==> src/rtl/id_ex_operand_stage.sv <==
// ID/EX pipeline register with operand resolution, hazard stall and bubble insertion.
// `define OPFETCH_FWD_EN selects EX/MEM and MEM/WB forwarding; otherwise sources interlock until written back.
module id_ex_operand_stage #(
    parameter int DW = 32,
    parameter int AW = 5,
    parameter int CW = 16
) (
    input  logic          clk_i,
    input  logic          rst_i,
    input  logic          id_valid_i,
    input  logic [AW-1:0] rs_addr_i,
    input  logic [AW-1:0] rt_addr_i,
    input  logic          rs_used_i,
    input  logic          rt_used_i,
    input  logic [AW-1:0] rd_addr_i,
    input  logic          regwrite_i,
    input  logic          memread_i,
    input  logic [DW-1:0] imm_i,
    input  logic [CW-1:0] ctrl_i,
    input  logic [DW-1:0] rs_data_i,
    input  logic [DW-1:0] rt_data_i,
    input  logic [AW-1:0] exmem_rd_i,
    input  logic          exmem_we_i,
    input  logic [DW-1:0] exmem_data_i,
    input  logic [AW-1:0] memwb_rd_i,
    input  logic          memwb_we_i,
    input  logic [DW-1:0] memwb_data_i,
    input  logic          hold_i,
    input  logic          flush_i,
    output logic          stall_o,
    output logic          valid_o,
    output logic [DW-1:0] rs_o,
    output logic [DW-1:0] rt_o,
    output logic [DW-1:0] imm_o,
    output logic [AW-1:0] rd_o,
    output logic          regwrite_o,
    output logic          memread_o,
    output logic [CW-1:0] ctrl_o
);

    logic          r_valid;
    logic [DW-1:0] r_rs;
    logic [DW-1:0] r_rt;
    logic [DW-1:0] r_imm;
    logic [AW-1:0] r_rd;
    logic          r_regwrite;
    logic          r_memread;
    logic [CW-1:0] r_ctrl;

    logic [DW-1:0] w_rs_op;
    logic [DW-1:0] w_rt_op;
    logic          w_hazard;

`ifdef OPFETCH_FWD_EN
    // r0 is hardwired, so a pending write to it must never shadow the register file.
    function automatic logic [DW-1:0] f_fwd(
        input logic [AW-1:0] a,
        input logic [DW-1:0] rf,
        input logic          ex_we,
        input logic [AW-1:0] ex_rd,
        input logic [DW-1:0] ex_d,
        input logic          wb_we,
        input logic [AW-1:0] wb_rd,
        input logic [DW-1:0] wb_d
    );
        if (a == '0)                   return rf;
        else if (ex_we && ex_rd == a)  return ex_d;
        else if (wb_we && wb_rd == a)  return wb_d;
        else                           return rf;
    endfunction

    logic w_rs_ld;
    logic w_rt_ld;

    assign w_rs_op = f_fwd(rs_addr_i, rs_data_i, exmem_we_i, exmem_rd_i, exmem_data_i,
                           memwb_we_i, memwb_rd_i, memwb_data_i);
    assign w_rt_op = f_fwd(rt_addr_i, rt_data_i, exmem_we_i, exmem_rd_i, exmem_data_i,
                           memwb_we_i, memwb_rd_i, memwb_data_i);

    // Only a load in EX is too late to forward; everything else resolves through the muxes.
    assign w_rs_ld  = rs_used_i && (rs_addr_i == r_rd);
    assign w_rt_ld  = rt_used_i && (rt_addr_i == r_rd);
    assign w_hazard = r_valid && r_memread && (r_rd != '0) && id_valid_i && (w_rs_ld || w_rt_ld);
`else
    function automatic logic f_hit(
        input logic [AW-1:0] a,
        input logic          used,
        input logic          ex_busy,
        input logic [AW-1:0] ex_rd,
        input logic          mem_we,
        input logic [AW-1:0] mem_rd,
        input logic          wb_we,
        input logic [AW-1:0] wb_rd
    );
        return used && (a != '0) &&
               ((ex_busy && ex_rd == a) || (mem_we && mem_rd == a) || (wb_we && wb_rd == a));
    endfunction

    logic w_ex_busy;
    logic w_unused_data;

    assign w_rs_op       = rs_data_i;
    assign w_rt_op       = rt_data_i;
    assign w_ex_busy     = r_valid && r_regwrite;
    assign w_unused_data = ^{exmem_data_i, memwb_data_i};

    // Hold the consumer in ID until every in-flight producer has reached the register file.
    assign w_hazard = id_valid_i &&
        (f_hit(rs_addr_i, rs_used_i, w_ex_busy, r_rd, exmem_we_i, exmem_rd_i, memwb_we_i, memwb_rd_i) ||
         f_hit(rt_addr_i, rt_used_i, w_ex_busy, r_rd, exmem_we_i, exmem_rd_i, memwb_we_i, memwb_rd_i));
`endif

    assign stall_o = (w_hazard && !rst_i) || hold_i;

    always_ff @(posedge clk_i or posedge rst_i) begin
        if (rst_i) begin
            r_valid    <= 1'b0;
            r_rs       <= '0;
            r_rt       <= '0;
            r_imm      <= '0;
            r_rd       <= '0;
            r_regwrite <= 1'b0;
            r_memread  <= 1'b0;
            r_ctrl     <= '0;
        end else if (flush_i || (!hold_i && w_hazard)) begin
            // Flush outranks hold; a bubble only needs the qualifying bits cleared.
            r_valid    <= 1'b0;
            r_regwrite <= 1'b0;
            r_memread  <= 1'b0;
        end else if (!hold_i) begin
            r_valid    <= id_valid_i;
            r_rs       <= w_rs_op;
            r_rt       <= w_rt_op;
            r_imm      <= imm_i;
            r_rd       <= rd_addr_i;
            r_regwrite <= regwrite_i && id_valid_i;
            r_memread  <= memread_i && id_valid_i;
            r_ctrl     <= ctrl_i;
        end
    end

    assign valid_o    = r_valid;
    assign rs_o       = r_rs;
    assign rt_o       = r_rt;
    assign imm_o      = r_imm;
    assign rd_o       = r_rd;
    assign regwrite_o = r_regwrite;
    assign memread_o  = r_memread;
    assign ctrl_o     = r_ctrl;

endmodule

==> config.mk <==
export PLATFORM = sky130hd
export DESIGN_NAME = id_ex_operand_stage
export DESIGN_NICKNAME = d
export VERILOG_FILES = /design/src/rtl/id_ex_operand_stage.sv
export SDC_FILE = /design/constraint.sdc
export NUM_CORES = 1
export LEC_CHECK = 0
export CORE_ASPECT_RATIO = 0.8
export CORE_MARGIN = 10
export CORE_UTILIZATION = 39
export DETAILED_ROUTE_END_ITERATION = 12
export PLACE_DENSITY = 0.92
export SLEW_MARGIN = 20
export SYNTH_ARGS = -nofsm -noshare
export SYNTH_HDL_FRONTEND = slang
export SYNTH_SLANG_ARGS = --single-unit
export TNS_END_PERCENT = 50
==> constraint.sdc <==
create_clock -name clk_i -period 10.55 [get_ports clk_i]
set_clock_uncertainty 0.05 [all_clocks]
set_input_delay 2.11 -clock clk_i [delete_from_list [all_inputs] [get_ports clk_i]]
set_output_delay 2.11 -clock clk_i [all_outputs]
set_load 0.01 [all_outputs]
; Word level (Yosys, flattened, before mapping)
; Index checks and enable logic that the tools add are counted.
[op_classes]
eq_ne = 7
n_mux = 6
bitwise_logic = 2
n_reduce_logical = 28
[op_table]
columns = op, count
row1 = equality test 5 bit, 6
row2 = logical AND 1 bit, 16
row3 = nonzero test 5 bit, 2
row4 = logical OR 1 bit, 7
row5 = 2-to-1 mux 1 bit, 6
row6 = zero test 1 bit, 2
row7 = inequality test 2 x 1 -> 1 bit (second input constant), 1
row8 = NOT 1 bit, 2
row9 = AND reduction 2 bit, 1
[totals]
reg_bits = 120
input_bits = 212
out_inout_bits = 121
word_cells = 51

; Depth between registers and ports, before layout
; Gate-level depths: netlist of the first run.
[logic_depth]
depth_word = 11
ltp_mapped = 9
depth_no_buf = 6

; Worst setup path after synthesis of the first run
; No wires, ideal clock.
[synth_path]
path_kind = input port to output port
from = in rst_i
to = out stall_o
t_arrival_ps = 5070
required_ps = 8390
setup_slack_ps = 3320
path_stages = 2
path_buffers = 0
path_cell_list = inv_1 > a31o_2
[synth_via]
elab_chain_cells = 3
[synth_rtl]
columns = item, line_no
row1 = from (decl), 9  ; input logic rst_i,
row2 = zero test 1 bit (no line), --
row3 = logical AND 1 bit, 113  ; assign stall_o = (w_hazard && !rst_i) || hold_i;
row4 = logical OR 1 bit, 113
row5 = to (decl), 30  ; output logic stall_o,
; Every way passes these cells.

; Final worst setup path of the first run
[layout_path]
from = in rs_addr_i[2]
to = out stall_o
[layout_via]
elab_chain_cells = 9
elab_cells_between_ends = 15
cone_classes = eq/ne (3) / reduce/logical (12)
[layout_rtl]
columns = item, line_no
row1 = from (decl), 11  ; input logic [AW-1:0] rs_addr_i,
row2 = equality test 5 bit, 96  ; ((ex_busy && ex_rd == a) || (mem_we && mem_rd == a) || (wb_we && wb_rd == a));
row3 = logical AND 1 bit, 96
row4 = logical OR 1 bit (2 in series), 96
row5 = logical AND 1 bit (*), 95  ; return used && (a != '0) &&
row6 = logical OR 1 bit (*), 109  ; (f_hit(rs_addr_i, rs_used_i, w_ex_busy, r_rd, exmem_we_i, exmem_rd_i, memwb_we_i, memwb_rd_i) ||
row7 = logical AND 1 bit (*), 108  ; assign w_hazard = id_valid_i &&
row8 = logical AND 1 bit (*), 113
row9 = logical OR 1 bit (*), 113
; Mark *: on every way between the ends. The rest lies on a longest branch, timed or not.

==> results of run 1 <==
-- cell families after synthesis --
family                 Yosys count  share of synthesized area (%)
AND/OR/NAND/NOR                 24                           2.42
multiplexers                   117                           28.5
AO/OA/AOI/OAI                   13                           2.10
buffers and inverters           14                           1.87
flip-flops                     120                           59.9
XOR/XNOR                        30                           5.24
-- stage by stage --
stage               util, %  power, mW
floorplan                 -      0.718
global placement       63.4      0.943
detailed placement     63.4      0.959
CTS                    67.7       1.49
global route           67.7       1.53
finish                 67.7       1.47
-- routing by layer --
layer	vias to the layer above	GRT usage [%]	wire, um
met4	0	5.24	120
li1	1683	-	-
met1	1856	18.2	5970
met2	162	31.9	8550
met3	11	8.57	1520
met5	-	0	0
-- synth_stat cells, drive strengths merged --
library cell / count
a21oi: 1
nor2: 7
a22oi: 1
dfrtp: 120
a41oi: 2
xor2: 24
nor2b: 1
a21bo: 1
a31oi: 1
buf: 13
nand3b: 2
o21ai: 1
nor4: 5
nor3: 3
inv: 1
nand4: 2
nand2: 4
a32oi: 2
o211ai: 1
xnor2: 6
mux2: 117
a31o: 1
a32o: 2
-- worst min-delay path by stage --
stage                   start         to  slack, ps  cells past startpoint
finish               rs_o[30]   rs_o[30]        450                      1
global route         rs_o[11]   rs_o[11]        470                      1
CTS                  rs_o[30]   rs_o[30]        450                      1
detailed placement   rs_o[30]   rs_o[30]        440                      1
global placement    ctrl_o[3]  ctrl_o[3]        440                      1
floorplan           memread_o  memread_o        490                      2
-- state kept, by name (all words and copies together) (netlist names) --
name        count
rt_o           32
regwrite_o      1
ctrl_o         16
valid_o         1
rd_o            5
memread_o       1
rs_o           32
imm_o          32
-- power by group through the flow --
| stage | Combinational [mW] | Sequential, mW | Clock [mW] |
|---|---|---|---|
| 4_1_cts | 0.383 | 0.573 | 0.533 |
| 2_1_floorplan | 0.110 | 0.608 | 0 |
| 3_3_place_gp | 0.370 | 0.573 | 0 |
| 3_5_place_dp | 0.380 | 0.579 | 0 |
| 5_1_grt | 0.399 | 0.581 | 0.555 |
| 6_report | 0.375 | 0.573 | 0.520 |
-- cell type report --
cell class | count | area share [%]
flip-flops and latches | 120 | 35.8
repair buffers | 271 | 32.2
multi-input cells | 184 | 22.9
clock buffers | 20 | 5.56
well taps | 171 | 2.55
clock inverters | 12 | 0.910
inverters | 1 | 0.0746
==> results.toml, run 1 <==
[outcome]
status = "completed"

[timing]
tns_ps = 0
fin_crit_sh_pct = 63.0
fin_hold_ws_ps = 450
fmax_mhz = 151
hold_viol = 0
period_needed_ps = 6640
slew_headroom_pct = 39.1
tightest_slew_ps = 914
layout_setup_ws_ps = 3910
drv_slew = 0
rsz0062_at_grt = "false"
setup_viol = 0

[placement]
io_buffers = 268
dp_slack_ps = 3940
place_area_um2 = 7850
place_inst = 747
dp_hpwl_um = 12500
finalWeightedCongestion = 0.823

[worst_setup_path]
path_max_fanout = 4
critPathKind = "in2out"
cp.required_ps = 8390
r2r-end = "rs_o[8]"
cp_slowest_cell = "clkdlybuf4s50_1"
r2r_cells = 7
critPathLaunchType = "primary input"
crit_path_end = "stall_o"
crit_arrival_ps = 4480
path_depth = 8
path_cells = "clkdlybuf4s50_1 > xor2_1 > nor4_1 > a32o_1 > a31oi_1 > o21ai_0 > a31o_2 > clkdlybuf4s50_1"
r2r_start = "rd_o[3]"
cp-end-kind = "output pin"
cpMostUsedCell = "clkdlybuf4s50_1"
cp_num_buf_inv = 2
path_delay_family = "buffers and inverters"
critPathMaxStageDelay_ps = 550
rrSetupSlack_ps = 7700
startpoint = "rs_addr_i[2]"

[routing]
drtPass1Iterations = 4
drc_errors = 0
vias = 3712
drtIter0Drc = 150
wl_um = 16200
via_per_inst = 4.77
wl_per_cell_um = 20.7
ant_nets = 0

[yosys]
ys_ff_latch = 120
ys_warn_count = 0
synth.avg_cell_area_um2 = 15.8
netlist_instances = 318
synth_area_leaders = "dfrtp_1 (60%), mux2_2 (20%), mux2_4 (9.0%), xor2_1 (4.2%), xnor2_1 (1.0%)"
syn_nets = 530
yosys.area.top_type_share_pct = 59.9
synth_top_area_cell = "dfrtp_1"
yosysUniqueCellTypes = 25
netlist_area_um2 = 5020
ys_seq_area_share_pct = 59.9

[global_route]
grt_pass1_wl_um = 24700
grt_pass1_vias = 4223
grt_max_degree = 62
overflow = 0
antenna_found_initial = 0
track_usage_pct = 17.8

[cells_and_area]
multi_input_area_um2 = 1920
fill_cells = 869
final_cell_mix = "clkdlybuf4s50_1 (268), dfrtp_1 (120), mux2_2 (87), mux2_4 (30), xor2_1 (24)"
diodes = 0
seq_area_um2 = 3000
fin_nets = 807
stdcell_area_um2 = 8390
final_common_cell = "clkdlybuf4s50_1"
drive_gt1_share_pct = 25.5
area_growth_pct = 67.3
finalNonFillerCells = 779

[pwr]
p_int_mw = 1.09
pwr-share-seq_pct = 39.0
power_leakage_nw = 3.54
p_comb_share_pct = 25.6
switching_share_pct = 25.8
ir_worst_vdd_mv = 0.127
p_sw_mw = 0.379
clkPwrFrac_pct = 35.4
powerDensity_nw_per_um2 = 175

[floorplan]
chipHeight_um = 121
die_w_um = 147
io-pin-count = 333
initial_core_util_pct = 40.5
dieArea_um2 = 17800
fp-row-count = 36
core_area_um2 = 12400

[job]
cap_violations = 0

[clocking]
cts_post_setup_buffers_inserted = 0
cts_hold_buf = 0
clock_sinks = 120
cts_resized = 0
cts_max_level = 4
cts_made_buffers = 17
clock-root-buffer = "clkbuf_16"
clk_pin_slew_worst_paths_ps = 50
cts_buffer_depth = 2
insertion_delay_ps = 400
tritoncts = "done"

[min_path]
hold_path_class = "reg2reg"
Power figures use the tool's default switching activity.
==> inputs of run 2 (changes only) <==
Settings changed: CORE_UTILIZATION 39 to 36, PLACE_DENSITY 0.92 to 0.87.
Clock period 10.55 ns to 6.3 ns, I/O delays scaled along.
==> run 2 against run 1 <==
- sequential power increased by 67%
- combinational power increased by 67%
- hold slack about the same
- design area increased by 1.1%
- via count decreased by 1.1%
- die area increased by 7.1%
- core utilization decreased by 5.4 points
- total power increased by 76%
- non-clock buffer count unchanged
- largest power group is now the clock network
==> results.toml, run 2 (synthesized netlist as in run 1, its figures left out) <==
[cells_and_area]
fin_nets = 807
finalNonFillerCells = 788
final_common_cell = "clkdlybuf4s50_1"
seq_area_um2 = 3000
drive_gt1_share_pct = 25.3
final_cell_mix = "clkdlybuf4s50_1 (268), dfrtp_1 (120), mux2_2 (87), mux2_4 (30), xor2_1 (24)"
area_growth_pct = 69.0
multi_input_area_um2 = 1920
fill_cells = 1024
diodes = 0

[clocking]
clock_sinks = 120
clk_pin_slew_worst_paths_ps = 50
cts_resized = 0
cts_max_level = 4
cts_buffer_depth = 2
clock-root-buffer = "clkbuf_16"
cts_post_setup_buffers_inserted = 0
tritoncts = "done"
cts_hold_buf = 0
cts_made_buffers = 17
insertion_delay_ps = 400

[worst_setup_path]
r2r_start = "rd_o[3]"
cpMostUsedCell = "clkdlybuf4s50_1"
r2r_cells = 7
path_max_fanout = 4
crit_arrival_ps = 3710
startpoint = "rt_addr_i[4]"
critPathMaxStageDelay_ps = 620
cp_slowest_cell = "clkdlybuf4s50_1"
cp_num_buf_inv = 2
critPathKind = "in2out"
path_cells = "clkdlybuf4s50_1 > xor2_1 > nor4_1 > a32o_1 > o211ai_1 > o21ai_0 > a31o_2 > clkdlybuf4s50_1"
cp-end-kind = "output pin"
path_delay_family = "buffers and inverters"
rrSetupSlack_ps = 3520
cp.required_ps = 4990
r2r-end = "rs_o[12]"
critPathLaunchType = "primary input"

[pwr]
p_comb_share_pct = 24.1
ir_worst_vdd_mv = 0.176
powerDensity_nw_per_um2 = 306
p_sw_mw = 0.628
clkPwrFrac_pct = 38.9
p_int_mw = 1.96
power_leakage_nw = 3.58
pwr-share-seq_pct = 37.0
switching_share_pct = 24.2

[routing]
via_per_inst = 4.66
drc_errors = 0
wl_per_cell_um = 20.1
wl_um = 15800
ant_nets = 0
vias = 3673
drtIter0Drc = 123
drtPass1Iterations = 4

[floorplan]
io-pin-count = 333
chipHeight_um = 126
fp-row-count = 38
initial_core_util_pct = 36.9
dieArea_um2 = 19100
die_w_um = 152
core_area_um2 = 13600

[timing]
rsz0062_at_grt = "false"
fmax_mhz = 199
slew_headroom_pct = 35.0
hold_viol = 0
period_needed_ps = 5020
drv_slew = 0
fin_hold_ws_ps = 450
tightest_slew_ps = 974
setup_viol = 0
fin_crit_sh_pct = 79.6
tns_ps = 0

[global_route]
grt_pass1_wl_um = 24700
track_usage_pct = 16.3
grt_pass1_vias = 4309
overflow = 0
antenna_found_initial = 0
grt_max_degree = 64

[min_path]
hold_path_startpoint = "rs_o[16]"
holdPathStages = 1
hold_path_class = "reg2reg"
whs_endpoint = "rs_o[16]"

[outcome]
status = "completed"

[placement]
place_inst = 756
dp_hpwl_um = 12300
finalWeightedCongestion = 0.906
io_buffers = 268

[job]
cap_violations = 0
==> run 2: cell count changes in the layout (fill, tap and decap cells not counted) <==
cell	previous run	this run
inv_6	1	0
clkinvlp_4	5	2
clkinv_2	6	5
clkinv_4	0	2
clkbuf_8	3	1
bufinv_16	0	4
clkbuf_1	0	1
==> run 2: stage by stage <==
step	area (um^2)	setup WS (ps)	util [%]	power [mW]
floorplan	5020	770	-	1.20
global placement	7860	1400	57.8	1.58
detailed placement	7860	1340	57.8	1.60
CTS	8480	1320	62.4	2.63
global route	8480	1210	62.4	2.71
finish	8480	1280	62.4	2.59
==> run 2: final cells by class <==
cell class,instances,share of cell area [%]
clock buffers,19,5.22
clock inverters,13,2.10
inverters,1,0.0738
multi-input cells,184,22.6
flip-flops and latches,120,35.4
well taps,180,2.66
repair buffers,271,31.9
==> run 2: how the worst max path moves through the flow <==
stage,endpoint,depth (start not counted)
finish,stall_o,8
detailed placement,stall_o,8
global route,stall_o,8
CTS,stall_o,8
floorplan,stall_o,2
global placement,stall_o,8
==> run 2: metal layers <==
| layer | track usage [%] | share of wire (%) |
|---|---|---|
| met3 | 8.63 | 9.3 |
| met2 | 27.6 | 49 |
| met5 | 0 | 0 |
| met4 | 4.86 | 1.1 |
| met1 | 17.3 | 40 |
==> run 2: worst register-to-register path: cells and delay by family (launching register included) <==
| kind | cells | cell delay, ps |
|---|---|---|
| AO/OA/AOI/OAI | 2 | 360 |
| multiplexers | 1 | 490 |
| flip-flops | 1 | 430 |
| XOR/XNOR | 1 | 180 |
| buffers and inverters | 1 | 740 |
| AND/OR/NAND/NOR | 2 | 420 |
==> run 2: power by group through the flow <==
stage          Combinational, mW  Sequential, mW  Clock, mW
2_1_floorplan              0.184            1.02          0
3_3_place_gp               0.622           0.960          0
3_5_place_dp               0.634           0.969          0
4_1_cts                    0.637           0.959       1.03
5_1_grt                    0.664           0.974       1.07
6_report                   0.625           0.958       1.01
==> inputs of run 3 (changes only) <==
Clock period 6.3 ns to 4.8 ns, I/O delays scaled along.
==> run 3 against run 2 <==
- routed wire length decreased by 1.6%
- die area is the same
- clock power up 21%
- global-route usage grew 0.058 points
- via count is 1.7% higher
- worst setup slack worse by 800 ps
- hold slack improved by 0.56 ps
- sequential power rose by 32%
- design area decreased by 0.34%
- largest power group is now registers
- highest routed layer unchanged
==> results.toml, run 3 (synthesized netlist as in run 1, its figures left out) <==
[outcome]
status = "completed"

[pwr]
finalPower_mw = 3.30
power_leakage_nw = 3.56
p_sw_mw = 0.804
p_comb_share_pct = 24.9
switching_share_pct = 24.4
pwr-share-seq_pct = 38.1
ir_worst_vdd_mv = 0.221
clkPwrFrac_pct = 37.0
powerDensity_nw_per_um2 = 390
p_int_mw = 2.49

[worst_setup_path]
crit_path_end = "stall_o"
critPathKind = "in2out"
startpoint = "rt_addr_i[2]"
path_max_fanout = 4
r2r_start = "rd_o[3]"
r2r_cells = 7
cp.required_ps = 3790
cp-end-kind = "output pin"
rrSetupSlack_ps = 2040
r2r-end = "rs_o[12]"
crit_arrival_ps = 3310
critPathLaunchType = "primary input"

[floorplan]
initial_core_util_pct = 36.9
die_w_um = 152
dieArea_um2 = 19100
chipHeight_um = 126
fp-row-count = 38
io-pin-count = 333
core_area_um2 = 13600

[global_route]
grt_pass1_vias = 4299
grt_pass1_wl_um = 24800
track_usage_pct = 16.3
overflow = 0
grt_max_degree = 70
antenna_found_initial = 0

[timing]
period_needed_ps = 4320
tightest_slew_ps = 853
tns_ps = 0
hold_viol = 0
rsz0062_at_grt = "false"
fmax_mhz = 232
fin_crit_sh_pct = 90.0
drv_slew = 0
layout_setup_ws_ps = 482
setup_viol = 0
slew_headroom_pct = 43.2

[routing]
drtPass1Iterations = 4
via_per_inst = 4.75
ant_nets = 0
drtIter0Drc = 157
wl_um = 15600
drc_errors = 0
vias = 3735
wl_per_cell_um = 19.8

[cells_and_area]
drive_gt1_share_pct = 25.2
diodes = 0
final_cell_mix = "clkdlybuf4s50_1 (268), dfrtp_1 (120), mux2_2 (87), mux2_4 (30), xor2_1 (24)"
seq_area_um2 = 3000
final_common_cell = "clkdlybuf4s50_1"
area_growth_pct = 68.5
finalNonFillerCells = 787
multi_input_area_um2 = 1920
fin_nets = 808
fill_cells = 1056

[clocking]
cts_made_buffers = 17
cts_post_setup_buffers_inserted = 0
clock_sinks = 120
cts_resized = 0
insertion_delay_ps = 410
tritoncts = "done"
clock-root-buffer = "clkbuf_16"
clk_pin_slew_worst_paths_ps = 50
cts_hold_buf = 0
cts_max_level = 4
cts_buffer_depth = 2

[placement]
dp_slack_ps = 491
place_inst = 757
io_buffers = 268
dp_hpwl_um = 12200
finalWeightedCongestion = 0.795

[min_path]
hold_path_class = "reg2reg"
holdPathStages = 1

[job]
cap_violations = 0
## run 3: changes by cell type in the layout (fill, tap and decap cells not counted)
cell,before,now
bufinv_16,4,2
clkbuf_8,1,3
clkinv_4,2,0
buf_12,0,1
clkinvlp_4,2,3
inv_4,1,0
## run 3: how the worst min path moves through the flow
stage                     startpoint        end
after floorplan            memread_o  memread_o
after global placement       rs_o[4]    rs_o[4]
after detailed placement     rt_o[5]    rt_o[5]
after CTS                    rt_o[5]    rt_o[5]
after global routing         rt_o[0]    rt_o[0]
final                       rt_o[16]   rt_o[16]
## run 3: worst max-delay path, cell delays in order
cell             delay [ps]
clkdlybuf4s50_1         600
xor2_1                  190
nor4_1                   80
a32o_1                  290
o211ai_1                290
o21ai_0                 150
a31o_2                  270
clkdlybuf4s50_1         490
## run 3: per-layer routing
layer | part of all wire (%) | global-route usage (%)
met5 | 0 | 0
met4 | 1.6 | 6.50
met3 | 9.4 | 7.67
met2 | 52 | 28.2
met1 | 37 | 16.9
## run 3: power groups by stage
stage	Sequential, mW	Clock, mW	Combinational (mW)
3_5_place_dp	1.27	0	0.831
3_3_place_gp	1.26	0	0.814
4_1_cts	1.26	1.25	0.836
6_report	1.26	1.22	0.820
5_1_grt	1.28	1.31	0.872
2_1_floorplan	1.34	0	0.241
## run 3: cell type report
class,count,area share (%)
Tap cell,180,2.67
Timing Repair Buffer,272,32.2
Multi-Input combinational cell,184,22.7
Clock buffer,21,5.57
Sequential cell,120,35.5
Clock inverter,9,1.18
Inverter,1,0.0888
## run 3: per-stage QoR
stage / utilization (%) / instance area, um^2 / hold WS [ps]
finish: 62.1 / 8450 / 451
global route: 62.1 / 8450 / 461
CTS: 62.1 / 8450 / 453
detailed placement: 57.9 / 7880 / 441
global placement: 57.9 / 7880 / 437
floorplan: - / 5020 / 487
